### config.mk
export PLATFORM = sky130hd
export DESIGN_NAME = rpsc_fault_latch
export DESIGN_NICKNAME = d
export VERILOG_FILES = /design/src/rtl/rpsc_fault_latch.sv
export SDC_FILE = /design/constraint.sdc
export NUM_CORES = 1
export LEC_CHECK = 0
export BUFFER_PORTS_ARGS = -buffer_cell sky130_fd_sc_hd__buf_2
export CAP_MARGIN = 0
export CORE_ASPECT_RATIO = 1.2
export CORE_MARGIN = 2
export CORE_UTILIZATION = 50
export DETAILED_ROUTE_END_ITERATION = 10
export HOLD_SLACK_MARGIN = 0.02
export PLACE_DENSITY = 0.69
export SLEW_MARGIN = 25
export SYNTH_ARGS = -nofsm -noshare
export SYNTH_HDL_FRONTEND = slang
export SYNTH_SLANG_ARGS = --single-unit
### constraint.sdc
create_clock -name clk -period 3.5 [get_ports clk]
set_input_delay 0.35 -clock clk [delete_from_list [all_inputs] [get_ports clk]]
set_output_delay 0.35 -clock clk [all_outputs]
set_load 0.02 [all_outputs]
### src/rtl/rpsc_fault_latch.sv
// Six-channel interlock fault front end: 2-flop sync, per-channel debounce, latch until operator clear.
// Raw high sampled at edge n shows on o_ff after edge n+1+DEBOUNCE_CYCLES; no backpressure, outputs are levels.
module rpsc_fault_latch #(
  parameter int DEBOUNCE_CYCLES = 16,
  parameter int COUNT_W         = 8
) (
  input  logic               clk,
  input  logic               reset,
  input  logic [5:0]         i_fault_raw,
  input  logic               i_clear_req,
  output logic [5:0]         o_ff,
  output logic               o_any_fault,
  output logic [2:0]         o_first_fault,
  output logic [COUNT_W-1:0] o_trip_count
);

  localparam int                 CNT_W    = $clog2(DEBOUNCE_CYCLES + 1);
  localparam logic [CNT_W-1:0]   CNT_MAX  = CNT_W'(DEBOUNCE_CYCLES);
  localparam logic [CNT_W-1:0]   CNT_QUAL = CNT_W'(DEBOUNCE_CYCLES - 1);
  localparam logic [COUNT_W-1:0] TRIP_MAX = '1;

  typedef enum logic {ARMED, TRIPPED} state_t;

  state_t             state_q, state_d;
  logic [6:0]         sync1, sync2;
  logic               clr_d;
  logic [CNT_W-1:0]   cnt [6];
  logic [5:0]         s, qual, ff_next;
  logic               clear_evt;
  logic [2:0]         first_d;
  logic [COUNT_W-1:0] count_d;

  // Clear request rides in bit 6 so all seven async lines share one synchroniser.
  always_ff @(posedge clk or posedge reset) begin
    if (reset) begin
      sync1 <= '0;
      sync2 <= '0;
      clr_d <= 1'b0;
    end else begin
      sync1 <= {i_clear_req, i_fault_raw};
      sync2 <= sync1;
      clr_d <= sync2[6];
    end
  end

  assign s         = sync2[5:0];
  assign clear_evt = sync2[6] & ~clr_d;

  always_ff @(posedge clk or posedge reset) begin
    if (reset) begin
      for (int k = 0; k < 6; k++) cnt[k] <= '0;
    end else begin
      for (int k = 0; k < 6; k++) begin
        if (!s[k])                cnt[k] <= '0;
        else if (cnt[k] != CNT_MAX) cnt[k] <= cnt[k] + CNT_W'(1);
      end
    end
  end

  // Qualify on the single edge the counter reaches the threshold; saturation stops repeats.
  always_comb begin
    qual = '0;
    for (int k = 0; k < 6; k++) qual[k] = s[k] && (cnt[k] == CNT_QUAL);
  end

  // A clear only drops channels whose synchronised line is low; a fresh set always wins.
  assign ff_next = qual | (o_ff & ~({6{clear_evt}} & ~s));

  always_ff @(posedge clk or posedge reset) begin
    if (reset) begin
      state_q       <= ARMED;
      o_ff          <= '0;
      o_first_fault <= '0;
      o_trip_count  <= '0;
    end else begin
      state_q       <= state_d;
      o_ff          <= ff_next;
      o_first_fault <= first_d;
      o_trip_count  <= count_d;
    end
  end

  always_comb begin
    state_d = state_q;
    first_d = o_first_fault;
    count_d = o_trip_count;
    case (state_q)
      ARMED: begin
        if (ff_next != '0) begin
          state_d = TRIPPED;
          if (o_trip_count != TRIP_MAX) count_d = o_trip_count + COUNT_W'(1);
          for (int k = 5; k >= 0; k--) begin
            if (ff_next[k]) first_d = 3'(k + 1);
          end
        end
      end
      TRIPPED: begin
        if (ff_next == '0) begin
          state_d = ARMED;
          first_d = '0;
        end
      end
      default: state_d = ARMED;
    endcase
  end

  assign o_any_fault = |o_ff;

endmodule

==> results of run 1 <==
==> registers in the layout (all words and copies together) (netlist names) <==
| signal | cells |
|---|---|
| o_ff | 6 |
| clr_d | 1 |
| o_trip_count | 8 |
| sync2 | 7 |
| cnt | 30 |
| o_first_fault | 3 |
| state_q | 1 |
| sync1 | 7 |
==> worst max-delay path: stages (launching register included) <==
cell and delay (ps):
dfrtp_1 410, ha_1 230, and3_1 190, ha_1 170, o21ai_1 100, a21boi_2 220, inv_2 80, nor3_4 260
nand2_2 160, xnor2_1 160, a22o_1 180
==> per-stage QoR <==
stage	hold WS [ps]	total power [mW]	setup slack [ps]
6_report	107	2.03	1250
5_1_grt	90.7	2.15	1090
4_1_cts	90.7	2.05	1210
3_5_place_dp	335	1.40	1220
3_3_place_gp	332	1.39	1290
2_1_floorplan	331	1.26	1370
==> cells by family (layout without fill, tap and decap cells) <==
family                     after synthesis  count (layout)
AOI/OAI and AO/OA                       32              32
xor gates and xnor gates                20              20
adders and majority gates               19              19
buffers and inverters                   28              70
DFF                                     63              63
muxes                                    3               3
and+or+nand+nor                         90              90
==> report_power, final <==
group	total [mW]	internal (mW)	switching, mW	leakage, nW
Sequential	0.911	0.812	0.0995	0.815
Combinational	0.467	0.192	0.275	0.698
Clock	0.655	0.385	0.270	0.109
==> metal layers <==
| layer | vias to the layer above | global-route usage, % |
|---|---|---|
| met5 | - | 0 |
| met4 | 0 | 12.6 |
| met3 | 16 | 5.09 |
| met2 | 36 | 29.6 |
| met1 | 940 | 21.9 |
| li1 | 941 | - |
==> cells in the final DEF, fill, tap and decap left out, types with 8 or more instances in the layout <==
| master | instances |
|---|---|
| dfrtp_1 | 63 |
| nand2_1 | 25 |
| nand3_1 | 10 |
| inv_1 | 23 |
| nor2_1 | 10 |
| a21boi_0 | 8 |
| clkbuf_8 | 12 |
| and3_1 | 14 |
| xnor2_1 | 13 |
| buf_2 | 26 |
| ha_1 | 19 |
==> path summary, 6_finish.rpt <==
path | slack, ps | start | endpoint
min reg2reg | 350 | sync1[3] | sync2[3]
max in group asynchronous | 2520 | reset | o_trip_count[6]
max reg2reg | 1250 | cnt[25] | o_first_fault[2]
max | 1250 | cnt[25] | o_first_fault[2]
min in group asynchronous | 170 | reset | cnt[2]
min | 110 | i_fault_raw[4] | sync1[4]
==> area by class of cell <==
cell class | count | area, sq um | share of cell area [%]
inverter | 27 | 101 | 3.08
timing repair buffer | 27 | 138 | 4.19
sequential | 63 | 1580 | 47.9
tap | 64 | 80.1 | 2.44
clock inverter | 3 | 40.0 | 1.22
clock buffer | 13 | 169 | 5.14
multi-input combinational | 164 | 1180 | 36.0
==> results.cfg, run 1 <==
[sta]
hold_viol = 0
fin_setup_tns_ps = 0
max_clock_freq_ghz = 0.444
post-route-min-period_ps = 2250
rsz0062_at_grt = false
finClkSkew_ps = 7.56
max_slew_margin_pct = 43.5
setup_viol = 0
post-route-period-util_pct = 64.3
tightest_slew_ps = 846
drv_slew = 0

[global_routing]
gr-total-overflow = 0
first_global_vias = 1973
grt_pass1_wl_um = 8780
grt_util_all_layers_pct = 18.7
grt_start_max_net_pins = 43
antenna_found_initial = 0

[floorplanning]
die_area_sq_mm = 0.00635
die_w_um = 73.1
num_rows = 30
ioPinCount = 27
start_util_pct = 51.2
die_h_um = 86.9
core-area_sq_mm = 0.00559

[clock_tree]
cts_tree = built
cts_num_sinks = 63
htreeDepth = 3
postCtsSetupBuffers = 0
cts_resized = 0
clock_path_buffers = 2
clk_latency_ps = 340
clkTransAtPathRegs_ps = 70
cts_root_buf = clkbuf_8
cts_buffers = 9
ctsHoldBuffers = 0

[synthesis]
yosysTopAreaCell = dfrtp_1
syn_nets = 283
synth_flop_cell = dfrtp_1
synth_area_per_cell_sq_um = 11.2
ys_ff_latch = 63
seq_area_frac_synth_pct = 55.0
synthMuxAreaShare_pct = 1.09
synth_area_sq_mm = 0.00287
synthArstFlopShare_pct = 100
synthTopCellsByCount = dfrtp_1 (63), nand2_1 (25), inv_1 (24)
yosysUniqueCellTypes = 38
yosys-top-cells-area = dfrtp_1 (55%), ha_1 (8.3%), xnor2_1 (4.0%)
yosys.cell_count.top_type = dfrtp_1
synth_adder_area_share_pct = 8.30
synthXorXnorAreaFrac_pct = 6.11
synth_compound_area_share_pct = 7.90
ys.warnings.count = 0
synth_top_family_by_area = simple AND/OR/NAND/NOR gates
synth_top_area_share_pct = 55.0
synthSimpleGateAreaFrac_pct = 17.9
synth-edff-count = 0
syn-instance-count = 255

[final_layout]
area_growth_pct = 14.8
stdcell_count = 361
nFillCells = 475
fin_util_pct = 58.8
antenna_cells = 0
design_area_sq_mm = 0.00329
final_nets = 320
layout-drive-gt1-share_pct = 20.2

[route]
routed-wl-met3_um = 212
initialDrtViolationCount = 109
post_drt_wl_per_cell_um = 13.8
m1WireLength_um = 2210
dr.pass1.iters = 4
vias = 1933
top_layer_used = met4
drtAntennaViolNets = 0
vias_per_cell = 5.35
routed_wl_um = 5000
wl_met2_um = 2380
route.detailed.drc = 0

[worst_hold_path]
hold_path_depth = 1
min_path_type = in2reg

[flow_run]
drv_cap = 0

[placement]
post-place-cells = 345
dp_hpwl_um = 3590
place.gp.congestion = 0.831
portBuffers = 26
placed_area_sq_mm = 0.00308

[setup_path]
required_ps = 3740
startpoint_type = register
cp_max_fo = 8
end_kind = register
r2r_cells = 10
arrival_ps = 2490
setup.worst_path.class = reg2reg

[power]
power_density_mw_per_mm2 = 618
ir_drop_v = 0.000469
leakagePower_nw = 1.62

[outcome]
status = finished, final reports clean
(Power assumes the default switching activity.)
==> run 2: changes to the inputs <==
==> constraint.sdc (replaced) <==
create_clock -name clk -period 2.1 [get_ports clk]
set_input_delay 0.21 -clock clk [delete_from_list [all_inputs] [get_ports clk]]
set_output_delay 0.21 -clock clk [all_outputs]
set_load 0.02 [all_outputs]
==> results.cfg, run 2 (synthesized netlist as in run 1, its figures left out) <==
[final_layout]
largest_reg_flops = 30
design_area_sq_mm = 0.00377
area_growth_pct = 31.7
regMostFlops = cnt
layout-drive-gt1-share_pct = 34.3
nFillCells = 448
top_regs = cnt (30), o_trip_count (8)
final_cell_mix = dfrtp_1 (63), buf_4 (34), buf_2 (26)
final_common_cell = dfrtp_1
antenna_cells = 0
final_nets = 364
stdcell_count = 405

[floorplanning]
die_h_um = 86.9
core-area_sq_mm = 0.00559
die_w_um = 73.1
start_util_pct = 51.2
ioPinCount = 27
die_area_sq_mm = 0.00635
num_rows = 30

[route]
vias = 2114
route.detailed.drc = 0
vias_per_cell = 5.22
initialDrtViolationCount = 92
post_drt_wl_per_cell_um = 13.6
dr.pass1.iters = 4
routed_wl_um = 5500
drtAntennaViolNets = 0

[global_routing]
grt_start_max_net_pins = 44
gr-total-overflow = 0
first_global_vias = 2073
antenna_found_initial = 0
grt_pass1_wl_um = 9180
grt_util_all_layers_pct = 19.2

[sta]
setup_viol = 6
max_clock_freq_ghz = 0.465
rsz0062_at_grt = true
hold_viol = 0
drv_slew = 0
post-route-period-util_pct = 102
post-route-min-period_ps = 2150
max_slew_margin_pct = 65.0
fin_setup_tns_ps = -118
fin_ws_ps = -51.1
finClkSkew_ps = 9.22
tightest_slew_ps = 517

[power]
power_mw = 3.66
power_density_mw_per_mm2 = 970
ir_drop_v = 0.000629
leakagePower_nw = 1.86

[worst_hold_path]
min_path_type = reg2reg

[clock_tree]
htreeDepth = 3
clock_path_buffers = 2
clk_latency_ps = 350
cts_tree = built
cts_buffers = 9
cts_num_sinks = 63
cts_root_buf = clkbuf_8
clkTransAtPathRegs_ps = 70

[setup_path]
required_ps = 2330
cp_max_fo = 4
end_kind = register
setup.worst_path.class = reg2reg
startpoint_type = register
cp_slowest_cell = dfrtp_1
cp_cell_sequence = ha_2, and3_4, ha_4, and2_4, o22ai_4, inv_2, nor3_4, a211oi_4, buf_4, buf_6, xor2_1
arrival_ps = 2390
max_stage_delay_ps = 400

[placement]
pre_cts_ws_ps = -40.8
post-place-cells = 372
portBuffers = 26
placed_area_sq_mm = 0.00330
place.gp.congestion = 0.821
dp_hpwl_um = 3590

[outcome]
violations = setup timing
status = complete, but fails checks

[flow_run]
drv_cap = 0
==> run 2: through the flow <==
stage          util (%)  hold WS, ps
2_1_floorplan         -          241
3_3_place_gp       59.1          249
3_5_place_dp       59.1          256
4_1_cts            65.4          350
5_1_grt            67.5          357
6_report           67.5          349
==> run 2: final timing paths <==
path	startpoint	endpoint	slack, ps	cells after the start
max in group asynchronous	reset	o_trip_count[6]	1090	4
setup reg to reg	cnt[11]	o_trip_count[0]	-50	11
hold reg to reg	sync1[5]	sync2[5]	350	0
hold / removal	sync1[5]	sync2[5]	350	0
min in group asynchronous	reset	cnt[4]	430	3
setup / recovery	cnt[11]	o_trip_count[0]	-50	11
==> run 2: layout make-up <==
type,instances,area (sq um),share of cell area (%)
sequential,63,1580,41.8
multi-input combinational,164,1310,34.7
timing repair buffer,71,508,13.5
clock buffer,9,124,3.28
inverter,27,101,2.68
tap,64,80.1,2.12
clock inverter,7,73.8,1.96
==> run 2: critical path, delay by kind of cell, from the launching register on <==
kind / cells / cell delay [ps]
AOI/OAI and AO/OA: 2 / 250
buffers and inverters: 3 / 340
xor gates and xnor gates: 1 / 130
DFF: 1 / 400
adders and majority gates: 2 / 340
and+or+nand+nor: 3 / 570
==> run 2: routing by layer <==
metal  wire [um]  vias to the layer above  global-route usage, %
met2        2610                       39                   29.3
met1        2550                     1031                   24.6
li1            -                     1030                      -
met4         160                        0                   12.3
met5           0                        -                      0
met3         178                       14                   4.28
==> run 2: what timing repair did <==
item / in CTS / in global routing
setup buffers: 6 / 4
hold endpoints to repair: 27 / 0
setup endpoints to repair: 3 / 11
resized for setup: 10 / 19
pin swaps: 12 / 10
hold buffers: 8 / 0
==> run 2: power by group <==
| part | switching (mW) | internal [mW] | total [mW] | leakage, nW |
|---|---|---|---|---|
| Combinational | 0.570 | 0.543 | 1.11 | 0.950 |
| Clock | 0.481 | 0.548 | 1.03 | 0.0992 |
| Sequential | 0.169 | 1.35 | 1.52 | 0.815 |
